===== config.mk =====
export PLATFORM = sky130hd
export DESIGN_NAME = soc_sysid_ext
export DESIGN_NICKNAME = d
export VERILOG_FILES = /design/src/rtl/soc_sysid_pkg.sv /design/src/rtl/soc_sysid_uptime.sv /design/src/rtl/soc_sysid_ext.sv
export SDC_FILE = /design/constraint.sdc
export NUM_CORES = 1
export LEC_CHECK = 0
export BUFFER_PORTS_ARGS = -buffer_cell sky130_fd_sc_hd__buf_2
export CAP_MARGIN = 20
export CORE_ASPECT_RATIO = 1.2
export CORE_MARGIN = 10
export CORE_UTILIZATION = 51
export DETAILED_ROUTE_END_ITERATION = 8
export GPL_TIMING_DRIVEN = 0
export PLACE_DENSITY = 0.69
export SYNTH_ARGS = -nofsm -noshare
export SYNTH_HDL_FRONTEND = slang
export SYNTH_SLANG_ARGS = --single-unit

===== constraint.sdc =====
create_clock -name clock -period 3.75 [get_ports clock]
set_input_delay 1.125 -clock clock [delete_from_list [all_inputs] [get_ports clock]]
set_output_delay 1.125 -clock clock [all_outputs]
set_load 0.01 [all_outputs]

===== src/rtl/soc_sysid_pkg.sv =====
`default_nettype none
// ============================================================================
//  Module   : soc_sysid_pkg
//  Purpose  : Shared constants for the second-generation system-ID block.
//             Holds the register word map, the CTRL/STATUS bit positions,
//             the CAPS field layout and a byte-lane merge helper.
//  Revision : 1.0  initial release
// ============================================================================
package soc_sysid_pkg;

  // Register word addresses
  localparam logic [3:0] ADDR_ID        = 4'd0;
  localparam logic [3:0] ADDR_TIMESTAMP = 4'd1;
  localparam logic [3:0] ADDR_VERSION   = 4'd2;
  localparam logic [3:0] ADDR_CAPS      = 4'd3;
  localparam logic [3:0] ADDR_UPTIME_LO = 4'd4;
  localparam logic [3:0] ADDR_UPTIME_HI = 4'd5;
  localparam logic [3:0] ADDR_CTRL      = 4'd6;
  localparam logic [3:0] ADDR_STATUS    = 4'd7;
  localparam logic [3:0] ADDR_SCRATCH0  = 4'd8;

  // CTRL bit indices
  localparam int CTRL_CNT_EN  = 0;
  localparam int CTRL_CNT_CLR = 1;
  localparam int CTRL_HB_EN   = 2;

  // STATUS bit index
  localparam int STAT_OVF = 0;

  // CAPS field positions
  localparam int CAPS_NSCR_LSB = 0;
  localparam int CAPS_NSCR_W   = 4;
  localparam int CAPS_CNTW_LSB = 8;
  localparam int CAPS_CNTW_W   = 7;

  // CTRL reset value (counter and heartbeat enabled) and the bits that are
  // actually stored; cnt_clr is a write-only strobe and never stored.
  localparam logic [31:0] CTRL_RESET   = 32'h0000_0005;
  localparam logic [31:0] CTRL_STORED  = 32'h0000_0005;

  // Replace the bytes of old_val selected by be with those of new_val.
  function automatic logic [31:0] be_merge(input logic [31:0] old_val,
                                           input logic [31:0] new_val,
                                           input logic [3:0]  be);
    logic [31:0] merged;
    merged = old_val;
    for (int b = 0; b < 4; b++) begin
      if (be[b]) merged[8*b +: 8] = new_val[8*b +: 8];
    end
    return merged;
  endfunction

endpackage
`default_nettype wire


===== src/rtl/soc_sysid_uptime.sv =====
`default_nettype none
// ============================================================================
//  Module   : soc_sysid_uptime
//  Purpose  : Free-running uptime counter with clear/enable, wrap pulse,
//             heartbeat prescaler and heartbeat toggle flop.
//  Ports    : clock, reset_n       - clock, async active-low reset
//             cnt_en, cnt_clr      - count enable, synchronous clear strobe
//             hb_en                - heartbeat enable
//             count [CNT_W]        - live counter value
//             ovf_pulse            - high in the cycle whose edge wraps count
//             heartbeat            - square-wave liveness output
//  Revision : 1.0  initial release
// ============================================================================
module soc_sysid_uptime
  import soc_sysid_pkg::*;
#(
  parameter int CNT_W         = 64,
  parameter int HEARTBEAT_DIV = 50000000
) (
  input  logic             clock,
  input  logic             reset_n,
  input  logic             cnt_en,
  input  logic             cnt_clr,
  input  logic             hb_en,
  output logic [CNT_W-1:0] count,
  output logic             ovf_pulse,
  output logic             heartbeat
);

  localparam int              PRE_W    = (HEARTBEAT_DIV > 2) ? $clog2(HEARTBEAT_DIV) : 1;
  localparam logic [PRE_W-1:0] PRE_LAST = PRE_W'(HEARTBEAT_DIV - 1);

  logic [CNT_W-1:0] cnt_q, cnt_d;
  logic [PRE_W-1:0] presc_q, presc_d;
  logic             hb_q, hb_d;

  // Clear beats increment; wrap is flagged only when an increment happens.
  always_comb begin
    cnt_d     = cnt_q;
    ovf_pulse = 1'b0;
    if (cnt_clr) begin
      cnt_d = '0;
    end else if (cnt_en) begin
      cnt_d     = cnt_q + CNT_W'(1);
      ovf_pulse = &cnt_q;
    end
  end

  // Heartbeat toggles on the edge where the prescaler rolls back to 0.
  always_comb begin
    presc_d = '0;
    hb_d    = hb_q;
    if (hb_en) begin
      if (presc_q == PRE_LAST) begin
        presc_d = '0;
        hb_d    = ~hb_q;
      end else begin
        presc_d = presc_q + PRE_W'(1);
      end
    end
  end

  always_ff @(posedge clock or negedge reset_n) begin
    if (!reset_n) begin
      cnt_q   <= '0;
      presc_q <= '0;
      hb_q    <= 1'b0;
    end else begin
      cnt_q   <= cnt_d;
      presc_q <= presc_d;
      hb_q    <= hb_d;
    end
  end

  assign count     = cnt_q;
  assign heartbeat = hb_q;

endmodule
`default_nettype wire


===== src/rtl/soc_sysid_ext.sv =====
`default_nettype none
// ============================================================================
//  Module   : soc_sysid_ext
//  Purpose  : Avalon-MM system-ID slave: RO identification words, uptime
//             counter with coherent 64-bit snapshot, CTRL/STATUS, scratch
//             registers and a heartbeat output.
//  Ports    : clock, reset_n       - clock, async active-low reset
//             address[3:0]         - word address
//             read, write          - bus strobes (write wins when both set)
//             writedata, byteenable- write data and byte lanes
//             readdata             - registered read data (latency 1)
//             readdatavalid        - qualifies readdata
//             heartbeat            - liveness square wave
//  Revision : 1.0  initial release
// ============================================================================
module soc_sysid_ext
  import soc_sysid_pkg::*;
#(
  parameter logic [31:0] ID_VALUE      = 32'hA5A5_0001,
  parameter logic [31:0] TIMESTAMP     = 32'h0000_0000,
  parameter logic [31:0] VERSION       = 32'h0001_0000,
  parameter int          NUM_SCRATCH   = 4,
  parameter int          CNT_W         = 64,
  parameter int          HEARTBEAT_DIV = 50000000
) (
  input  logic        clock,
  input  logic        reset_n,
  input  logic [3:0]  address,
  input  logic        read,
  input  logic        write,
  input  logic [31:0] writedata,
  input  logic [3:0]  byteenable,
  output logic [31:0] readdata,
  output logic        readdatavalid,
  output logic        heartbeat
);

  logic [31:0] ctrl_q, ctrl_d;
  logic        ovf_q, ovf_d;
  logic [31:0] snap_q, snap_d;
  logic [31:0] readdata_q, readdata_d;
  logic        rdv_q, rdv_d;
  logic [31:0] scratch_q [NUM_SCRATCH];
  logic [31:0] scratch_d [NUM_SCRATCH];

  logic [CNT_W-1:0] count;
  logic             ovf_pulse;
  logic             rd_fire;
  logic             cnt_clr;
  logic [31:0]      caps;
  logic [31:0]      cnt_hi_ext;
  logic [31:0]      rd_mux;

  // A read colliding with a write is dropped entirely.
  assign rd_fire = read && !write;

  // Clear strobe acts at the edge ending the CTRL write; it is never stored.
  assign cnt_clr = write && (address == ADDR_CTRL) && byteenable[0]
                   && writedata[CTRL_CNT_CLR];

  soc_sysid_uptime #(
    .CNT_W         (CNT_W),
    .HEARTBEAT_DIV (HEARTBEAT_DIV)
  ) u_uptime (
    .clock     (clock),
    .reset_n   (reset_n),
    .cnt_en    (ctrl_q[CTRL_CNT_EN]),
    .cnt_clr   (cnt_clr),
    .hb_en     (ctrl_q[CTRL_HB_EN]),
    .count     (count),
    .ovf_pulse (ovf_pulse),
    .heartbeat (heartbeat)
  );

  always_comb begin
    caps = '0;
    caps[CAPS_NSCR_LSB +: CAPS_NSCR_W] = CAPS_NSCR_W'(NUM_SCRATCH);
    caps[CAPS_CNTW_LSB +: CAPS_CNTW_W] = CAPS_CNTW_W'(CNT_W);
  end

  // Upper counter bits, zero-extended to a full word.
  always_comb begin
    cnt_hi_ext = '0;
    cnt_hi_ext[CNT_W-33:0] = count[CNT_W-1:32];
  end

  // Register writes
  always_comb begin
    ctrl_d = ctrl_q;
    if (write && (address == ADDR_CTRL)) begin
      ctrl_d = be_merge(ctrl_q, writedata, byteenable) & CTRL_STORED;
    end

    // Overflow set is applied after the clear so that it wins.
    ovf_d = ovf_q;
    if (write && (address == ADDR_STATUS) && byteenable[0] && writedata[STAT_OVF]) begin
      ovf_d = 1'b0;
    end
    if (ovf_pulse) begin
      ovf_d = 1'b1;
    end

    for (int i = 0; i < NUM_SCRATCH; i++) begin
      scratch_d[i] = scratch_q[i];
      if (write && (int'(address) == int'(ADDR_SCRATCH0) + i)) begin
        scratch_d[i] = be_merge(scratch_q[i], writedata, byteenable);
      end
    end
  end

  // Read mux
  always_comb begin
    rd_mux = '0;
    case (address)
      ADDR_ID:        rd_mux = ID_VALUE;
      ADDR_TIMESTAMP: rd_mux = TIMESTAMP;
      ADDR_VERSION:   rd_mux = VERSION;
      ADDR_CAPS:      rd_mux = caps;
      ADDR_UPTIME_LO: rd_mux = count[31:0];
      ADDR_UPTIME_HI: rd_mux = snap_q;
      ADDR_CTRL:      rd_mux = ctrl_q;
      ADDR_STATUS:    rd_mux = {31'd0, ovf_q};
      default:        rd_mux = '0;
    endcase
    for (int i = 0; i < NUM_SCRATCH; i++) begin
      if (int'(address) == int'(ADDR_SCRATCH0) + i) rd_mux = scratch_q[i];
    end
  end

  // Read pipeline; reading the low uptime word freezes the upper word so a
  // following read of UPTIME_HI returns a coherent 64-bit pair.
  always_comb begin
    rdv_d      = rd_fire;
    readdata_d = rd_fire ? rd_mux : readdata_q;
    snap_d     = snap_q;
    if (rd_fire && (address == ADDR_UPTIME_LO)) begin
      snap_d = cnt_hi_ext;
    end
  end

  always_ff @(posedge clock or negedge reset_n) begin
    if (!reset_n) begin
      ctrl_q     <= CTRL_RESET;
      ovf_q      <= 1'b0;
      snap_q     <= '0;
      readdata_q <= '0;
      rdv_q      <= 1'b0;
      for (int i = 0; i < NUM_SCRATCH; i++) scratch_q[i] <= '0;
    end else begin
      ctrl_q     <= ctrl_d;
      ovf_q      <= ovf_d;
      snap_q     <= snap_d;
      readdata_q <= readdata_d;
      rdv_q      <= rdv_d;
      for (int i = 0; i < NUM_SCRATCH; i++) scratch_q[i] <= scratch_d[i];
    end
  end

  assign readdata      = readdata_q;
  assign readdatavalid = rdv_q;

endmodule
`default_nettype wire


==> impl_metrics.toml, run 1 <==
[run_status]
outcome = "finished, final reports clean"

[route]
top_layer_used = "met4"
drtIter0Drc = 1007
dr_wl_met2_mm = 17.9
final_antenna_net_count = 0
wl_per_cell_um = 21.8
drt-met1-wl_mm = 15.1
wl_met3_mm = 2.39
drt_first_pass_iters = 6
route.vias.total = 10252
drt_wl_total_mm = 36.2
avgViaCountPerCell = 6.16
remaining_drc_errors = 0

[sta]
setup_viol = 0
skew_ps = 16.2
worst_pin_slew_ps = 1080
final_max_slew_viol_count = 0
max_slew_margin_pct = 27.5
setup_slack_ps = 630
max_freq_ghz = 0.320
period_share_pct = 83.2
finalHoldViolCount = 0
min_period_ps = 3120
rsz0062_at_grt = "no"

[yosys]
post-synth-top-count-cell = "dfrtp_1"
synth_ff_type = "dfrtp_1"
syn_area_per_cell_um2 = 11.2
yosys_warnings = 0
synth_top_area_cell = "dfrtp_1"
synth_area_leaders = "dfrtp_1 53%, mux2_2 13%, o21ai_0 3.1%"
netlist.area_leader.share_pct = 53.1
ys_seq_elements = 287
syn_area_mm2 = 0.0134
synth_cell_types = 55
synth-edff-count = 0
synth_common_cells = "285 x dfrtp_1, 160 x mux2_2, 82 x o21ai_0"
seq_area_frac_synth_pct = 53.5
syn-num-nets = 1239
synthCells = 1193
async_reset_ff_share_pct = 100

[layout]
fill_cells = 2167
nets = 1351
syn_to_final_growth_pct = 14.3
fin_util_pct = 58.8
design_area_mm2 = 0.0153
drive_above_1_share_pct = 23.6

[critical_path]
worstPathArrival_ps = 3560
crit_type = "in2reg"
path_max_fanout = 9
cp-end-kind = "flip-flop"
required_ps = 4190
start_kind = "input port"

[floorplanning]
core_area_mm2 = 0.0261
die_w_um = 168
io_pins = 78
start_util_pct = 51.4
die_area_mm2 = 0.0332
die_y_um = 198
fp-row-count = 65

[clock_tree]
cts_made_buffers = 30
cts.sinks = 287
cts.htree.levels = 1
root_buffer = "clkbuf_16"
clock_path_buffers = 3
cts_resized = 0
path_clk_slew_ps = 60
cts_tree = "yes"
cts_setup_buffers = 0
clock_latency_ps = 560
cts_hold_buffers = 0

[grt]
grt-ovfl-total = 0
grt_usage_pct = 21.5
grt_pass1_vias = 10454
grt_max_degree = 123
grt_pass1_wl_mm = 58.2
antenna_found_initial = 1

[placed_design]
dp_hpwl_mm = 26.1
place_congestion = 0.881
pre_cts_ws_ps = 95.5
port_buffers = 77
place_area_mm2 = 0.0143

[power_and_ir_drop]
power_density_mw_per_mm2 = 546
p_total_mw = 8.38
p_leak_nw = 6.36
vdd_drop_max_mv = 0.343

[job]
cap_viol_max_count = 0

[worst_hold_path]
hold_class = "in2async"
[final timing paths]
| check | start | to | slack [ps] | cells past startpoint |
|---|---|---|---|---|
| worst min-delay path | reset_n | scratch_q[18]$_DFFE_PN0P_ | 460 | 1 |
| worst min register to register | u_uptime.heartbeat$_DFFE_PN0P_ | u_uptime.heartbeat$_DFFE_PN0P_ | 460 | 1 |
| worst max-delay path | address[3] | scratch_q[12]$_DFFE_PN0P_ | 630 | 6 |
| worst max register to register | u_uptime.count[28]$_DFFE_PN0P_ | u_uptime.count[63]$_DFFE_PN0P_ | 990 | 7 |
| min in group clock | u_uptime.heartbeat$_DFFE_PN0P_ | u_uptime.heartbeat$_DFFE_PN0P_ | 460 | 1 |
| max in group asynchronous | reset_n | u_uptime.count[57]$_DFFE_PN0P_ | 1860 | 3 |
[registers in the layout, summed over array words and instances, names as in the netlist]
signal and count:
u_uptime.presc_q 26, scratch_q 128, readdatavalid 1, snap_q 32, ovf_q 1, u_uptime.count 64
u_uptime.heartbeat 1, readdata 32, ctrl_q 2
[final cells by class]
type / instances / area [um^2] / area share [%]
inverters: 7 / 26.3 / 0.171
repair buffers: 80 / 455 / 2.97
flip-flops and latches: 287 / 7180 / 46.8
multi-input cells: 830 / 5930 / 38.7
diodes: 1 / 2.50 / 0.0163
plain buffers: 69 / 277 / 1.80
well taps: 335 / 419 / 2.73
clock inverters: 8 / 101 / 0.661
clock buffers: 47 / 946 / 6.16
[stage by stage]
step                       TNS, ps  hold slack, ps  std cells
final                            0             460       1664
after global routing             0             478       1664
after CTS                        0             462       1662
after detailed placement         0             459       1607
after global placement    -1056780             454       1605
after floorplan                  0             450       1193
[cell usage in the layout (no fill, tap or decap), types with 35 or more instances in the layout]
cell	n
nand2_1	81
nor2_1	81
mux2_2	160
a21oi_1	35
buf_2	82
o21ai_0	82
clkbuf_1	61
dfrtp_1	285
xor2_1	37
a211oi_1	43
nand3_1	37
[where the power goes]
| part | total [mW] | internal (mW) | leakage (nW) | switching [mW] |
|---|---|---|---|---|
| logic | 1.17 | 0.557 | 2.24 | 0.614 |
| registers | 4.11 | 3.64 | 3.61 | 0.474 |
| clock network | 3.10 | 1.86 | 0.508 | 1.24 |
| total | 8.38 | 6.05 | 6.36 | 2.33 |
[per-layer routing]
metal	GRT usage [%]	vias up
met4	6.68	0
met3	3.77	55
met1	27.8	5180
met5	0	-
met2	36.2	326
li1	-	4691
[cells by family (layout without fill, tap and decap cells)]
logic type               count (synthesis)  count (layout)  share of synthesized area (%)
other                                    0               1                              0
adder cells (fa/ha/maj)                  2               2                          0.186
XOR/XNOR                                51              51                           3.33
flip-flops                             287             287                           53.5
AO/OA/AOI/OAI                          263             263                           12.7
buffers and inverters                   76             211                           2.26
AND/OR/NAND/NOR                        342             342                           13.5
multiplexers                           172             172                           14.4
[critical path, stage by stage]
cell and delay, ps:
buf_2 150, nor2b_1 140, clkbuf_1 380, nand3_1 390, nor2_1 940, mux2_2 420
Power figures use the tool's default switching activity.
==> run 2, diff against run 1 <==
- PLACE_DENSITY: 0.69 -> 0.71
- clock period: 3.75 -> 2.82 ns (I/O delays scaled with it)
==> impl_metrics.toml, run 2 (same netlist as run 1, synthesis figures left out) <==
[power_and_ir_drop]
combPwrFrac_pct = 14.1
p_int_mw = 7.97
p_clk_share_pct = 36.6
power.switching_mw = 3.10
p_seq_share_pct = 49.3
vdd_drop_max_mv = 0.550
p_leak_nw = 6.35
power_density_mw_per_mm2 = 723
p_sw_share_pct = 28.0

[floorplanning]
die_area_mm2 = 0.0332
io_pins = 78
start_util_pct = 51.4
core_area_mm2 = 0.0261
die_w_um = 168
die_y_um = 198
fp-row-count = 65

[route]
drtIter0Drc = 902
remaining_drc_errors = 0
drt_wl_total_mm = 36.1
avgViaCountPerCell = 6.22
final_antenna_net_count = 0
wl_per_cell_um = 21.7
route.vias.total = 10340
drt_first_pass_iters = 5

[critical_path]
crit_type = "in2reg"
critPathBufInv = 3
crit_path_frequent_cell = "buf_2"
worst_path_max_delay_cell = "nor2_1"
start_kind = "input port"
required_ps = 3260
cp-end-kind = "flip-flop"
critical_path.top_delay_family = "simple AND/OR/NAND/NOR gates"
path_max_fanout = 10
cp_cell_sequence = "buf_2 > clkbuf_1 > buf_2 > nand3b_1 > nor2_1 > mux2_2"
max_stage_delay_ps = 730
worstPathArrival_ps = 3210

[sta]
rsz0062_at_grt = "yes"
worst_pin_slew_ps = 1030
final_max_slew_viol_count = 0
max_slew_margin_pct = 30.9
min_period_ps = 2770
period_share_pct = 98.3
finalHoldViolCount = 0
max_freq_ghz = 0.361
setup_viol = 0
hold_slack_ps = 209
setup_slack_ps = 48.0
skew_ps = 24.0

[grt]
grt_pass1_wl_mm = 58.2
grt-ovfl-total = 0
grt_pass1_vias = 10321
grt_usage_pct = 21.4
antenna_found_initial = 3
grt_max_degree = 125

[layout]
regMostFlops = "scratch_q"
drive_above_1_share_pct = 24.4
layout_common_cells = "285 x dfrtp_1, 160 x mux2_2, 82 x buf_2, 82 x o21ai_0, 81 x nand2_1"
fin_util_pct = 58.7
final_cells = 1662
fill_cells = 2135
design_area_mm2 = 0.0153
largest_reg_flops = 128
nets = 1350
final_common_cell = "dfrtp_1"
syn_to_final_growth_pct = 14.2

[placed_design]
place_area_mm2 = 0.0143
place_congestion = 0.924
port_buffers = 77
dp_hpwl_mm = 25.8
placed_cells = 1607
pre_cts_ws_ps = -617

[clock_tree]
cts_tree = "yes"
cts_made_buffers = 29
path_clk_slew_ps = 70
clock_path_buffers = 3
clock_latency_ps = 560
cts.htree.levels = 1
root_buffer = "clkbuf_16"
cts.sinks = 287

[worst_hold_path]
hold_class = "in2async"

[run_status]
outcome = "finished, final reports clean"

[job]
cap_viol_max_count = 0
==> run 2: changes by cell type in the layout (fill, tap and decap cells not counted), sizes merged <==
cell,change
inv,-1
clkinvlp,-1
bufinv,+3
clkinv,+9
clkbuf,-12
==> run 2: cell type report <==
cell class	instances	area, um^2	share of cell area [%]
multi-input combinational	830	5960	38.9
buffer	69	280	1.83
clock inverter	18	228	1.49
tap	335	419	2.74
timing repair buffer	80	455	2.97
clock buffer	35	768	5.01
antenna	1	2.50	0.0163
sequential	287	7180	46.9
inverter	7	26.3	0.171
==> run 2: worst paths after layout <==
kind	startpoint	endpoint	slack, ps	depth (start not counted)
worst max-delay path	address[0]	scratch_q[95]$_DFFE_PN0P_	50	6
worst min-delay path	reset_n	scratch_q[18]$_DFFE_PN0P_	210	1
worst max register to register	u_uptime.count[18]$_DFFE_PN0P_	u_uptime.count[59]$_DFFE_PN0P_	250	8
worst min register to register	u_uptime.heartbeat$_DFFE_PN0P_	u_uptime.heartbeat$_DFFE_PN0P_	460	1
max in group asynchronous	reset_n	u_uptime.count[6]$_DFFE_PN0P_	1150	3
min in group clock	u_uptime.heartbeat$_DFFE_PN0P_	u_uptime.heartbeat$_DFFE_PN0P_	460	1
==> run 2: per-layer routing <==
layer	vias up	part of all wire (%)	GRT usage (%)	wire [um]
met3	63	5.7	2.99	2060
met1	5261	43	28.5	15400
met4	0	2.3	5.87	843
met5	-	0	0	0
li1	4675	-	-	-
met2	341	49	36.0	17900
==> run 2: timing repair <==
item	CTS	global route
pin swaps	0	1
endpoints found under the setup margin	9	67
hold buffers	0	0
buffers inserted	0	0
resized for setup	2	12
==> run 2: power groups by stage <==
stage          clock (mW)  combinational [mW]  sequential [mW]
2_1_floorplan           0                1.06             5.32
3_3_place_gp            0                1.49             5.46
3_5_place_dp            0                1.55             5.50
4_1_cts              4.08                1.57             5.44
5_1_grt              4.27                1.75             5.54
6_report             4.05                1.57             5.46
==> run 2: metrics by stage <==
stage	TNS, ps	power, mW
after detailed placement	-55780	7.05
after floorplan	0	6.39
after global placement	-1291820	6.95
after CTS	0	11.1
after global routing	-104	11.6
final	0	11.1
==> run 3, diff against run 2 <==
- CELL_PAD_IN_SITES_DETAIL_PLACEMENT: not set -> 1
- CELL_PAD_IN_SITES_GLOBAL_PLACEMENT: not set -> 1
- CORE_UTILIZATION: 51 -> 45
- PLACE_DENSITY: 0.71 -> not set
- PLACE_DENSITY_LB_ADDON: not set -> 0.1
==> impl_metrics.toml, run 3 (same netlist as run 1, synthesis figures left out) <==
[sta]
finalHoldViolCount = 0
setup_viol = 3
worst_pin_slew_ps = 1020
max_slew_margin_pct = 31.6
skew_ps = 8.61
rsz0062_at_grt = "yes"
min_period_ps = 2840
setup_slack_ps = -17.8
final_max_slew_viol_count = 0
max_freq_ghz = 0.352
period_share_pct = 101
hold_slack_ps = 267

[power_and_ir_drop]
p_sw_share_pct = 28.3
p_int_mw = 7.92
p_seq_share_pct = 49.5
p_leak_nw = 6.39
power.switching_mw = 3.13
combPwrFrac_pct = 14.4
vdd_drop_max_mv = 0.436
p_total_mw = 11.1
power_density_mw_per_mm2 = 717
p_clk_share_pct = 36.1

[clock_tree]
path_clk_slew_ps = 60
cts.htree.levels = 1
cts.sinks = 287
root_buffer = "clkbuf_16"
clock_latency_ps = 550
clock_path_buffers = 3
cts_hold_buffers = 0
cts_made_buffers = 31
cts_tree = "yes"

[layout]
final_common_cell = "dfrtp_1"
final_cells = 1719
regMostFlops = "scratch_q"
design_area_mm2 = 0.0154
syn_to_final_growth_pct = 14.8
fill_cells = 3213
register_area_mm2 = 0.00718
multiInputGateArea_mm2 = 0.00596
largest_reg_flops = 128
nets = 1354
drive_above_1_share_pct = 24.6
layout_common_cells = "285 x dfrtp_1, 160 x mux2_2, 82 x buf_2, 82 x o21ai_0, 81 x nand2_1"

[placed_design]
port_buffers = 77
placed_cells = 1662
dp_hpwl_mm = 29.1
place_area_mm2 = 0.0144
place_congestion = 0.823

[critical_path]
crit_type = "in2reg"
rr_endpoint = "u_uptime.count[47]$_DFFE_PN0P_"
worstPathArrival_ps = 3310
r2r-start = "u_uptime.count[18]$_DFFE_PN0P_"
rrSetupSlack_ps = 140
startpoint = "address[3]"
worstRegToRegCells = 8
cp-end-kind = "flip-flop"
start_kind = "input port"
endpoint = "u_uptime.count[56]$_DFFE_PN0P_"
path_max_fanout = 10
required_ps = 3300

[grt]
grt_pass1_wl_mm = 63.4
grt_usage_pct = 21.3
antenna_found_initial = 1
grt_pass1_vias = 10949
grt_max_degree = 118
grt-ovfl-total = 0

[route]
final_antenna_net_count = 0
wl_per_cell_um = 23.2
avgViaCountPerCell = 5.99
route.vias.total = 10301
drt_wl_total_mm = 39.9
drtIter0Drc = 628
remaining_drc_errors = 0
drt_first_pass_iters = 5

[run_status]
violations = "setup timing"
outcome = "finished, violations left"

[floorplanning]
die_y_um = 209
fp-row-count = 69
die_w_um = 178
start_util_pct = 45.4
die_area_mm2 = 0.0372
io_pins = 78
core_area_mm2 = 0.0295

[worst_hold_path]
hold_class = "in2async"

[job]
cap_viol_max_count = 0
run 3: critical path, cell delays in order:
cell and delay (ps):
buf_2 150, nand2b_1 300, nor4_2 690, o2111ai_1 300, clkbuf_1 320, or4_1 540
a21oi_1 150
run 3: what timing repair did:
item	CTS	global route
endpoints found under the setup margin	9	96
gates resized for setup	2	17
pin swaps	1	1
buffers inserted	0	1
run 3: cell type report:
| type | instances | share of cell area (%) |
|---|---|---|
| diodes | 1 | 0.0162 |
| plain buffers | 69 | 1.85 |
| clock buffers | 45 | 6.02 |
| clock inverters | 8 | 0.422 |
| inverters | 7 | 0.171 |
| multi-input cells | 830 | 38.7 |
| flip-flops and latches | 287 | 46.6 |
| well taps | 390 | 3.17 |
| repair buffers | 82 | 3.04 |
run 3: how the worst min path moves through the flow:
| stage | startpoint | end | slack [ps] |
|---|---|---|---|
| global route | reset_n | readdata[21]$_DFFE_PN0P_ | 320 |
| finish | reset_n | readdata[21]$_DFFE_PN0P_ | 270 |
| CTS | reset_n | readdata[21]$_DFFE_PN0P_ | 290 |
| global placement | u_uptime.heartbeat$_DFFE_PN0P_ | u_uptime.heartbeat$_DFFE_PN0P_ | 460 |
| detailed placement | readdata[22]$_DFFE_PN0P_ | readdata[22]$_DFFE_PN0P_ | 460 |
| floorplan | snap_q[10]$_DFFE_PN0P_ | snap_q[10]$_DFFE_PN0P_ | 450 |
run 3: power by group through the flow:
stage                     clock network [mW]  registers, mW  logic, mW
after global routing                    4.24           5.57       1.78
after floorplan                            0           5.32       1.06
final                                   3.99           5.47       1.59
after global placement                     0           5.49       1.52
after detailed placement                   0           5.53       1.59
after CTS                               4.07           5.46       1.60
run 3: metrics by stage:
step                TNS [ps]  utilization (%)  setup slack, ps
global route           -2190             52.2             -128
floorplan                  0                -              340
CTS                        0             52.0             15.1
detailed placement    -84140             48.6             -617
finish                 -27.1             52.2            -17.8
global placement    -1398670             48.4            -4650
run 3: metal layers:
layer,track usage (%),wire length (um),up-vias
met5,0,0,-
met4,5.64,903,0
met3,2.63,1610,58
met2,36.2,19700,208
met1,28.1,17700,5362
li1,-,-,4673
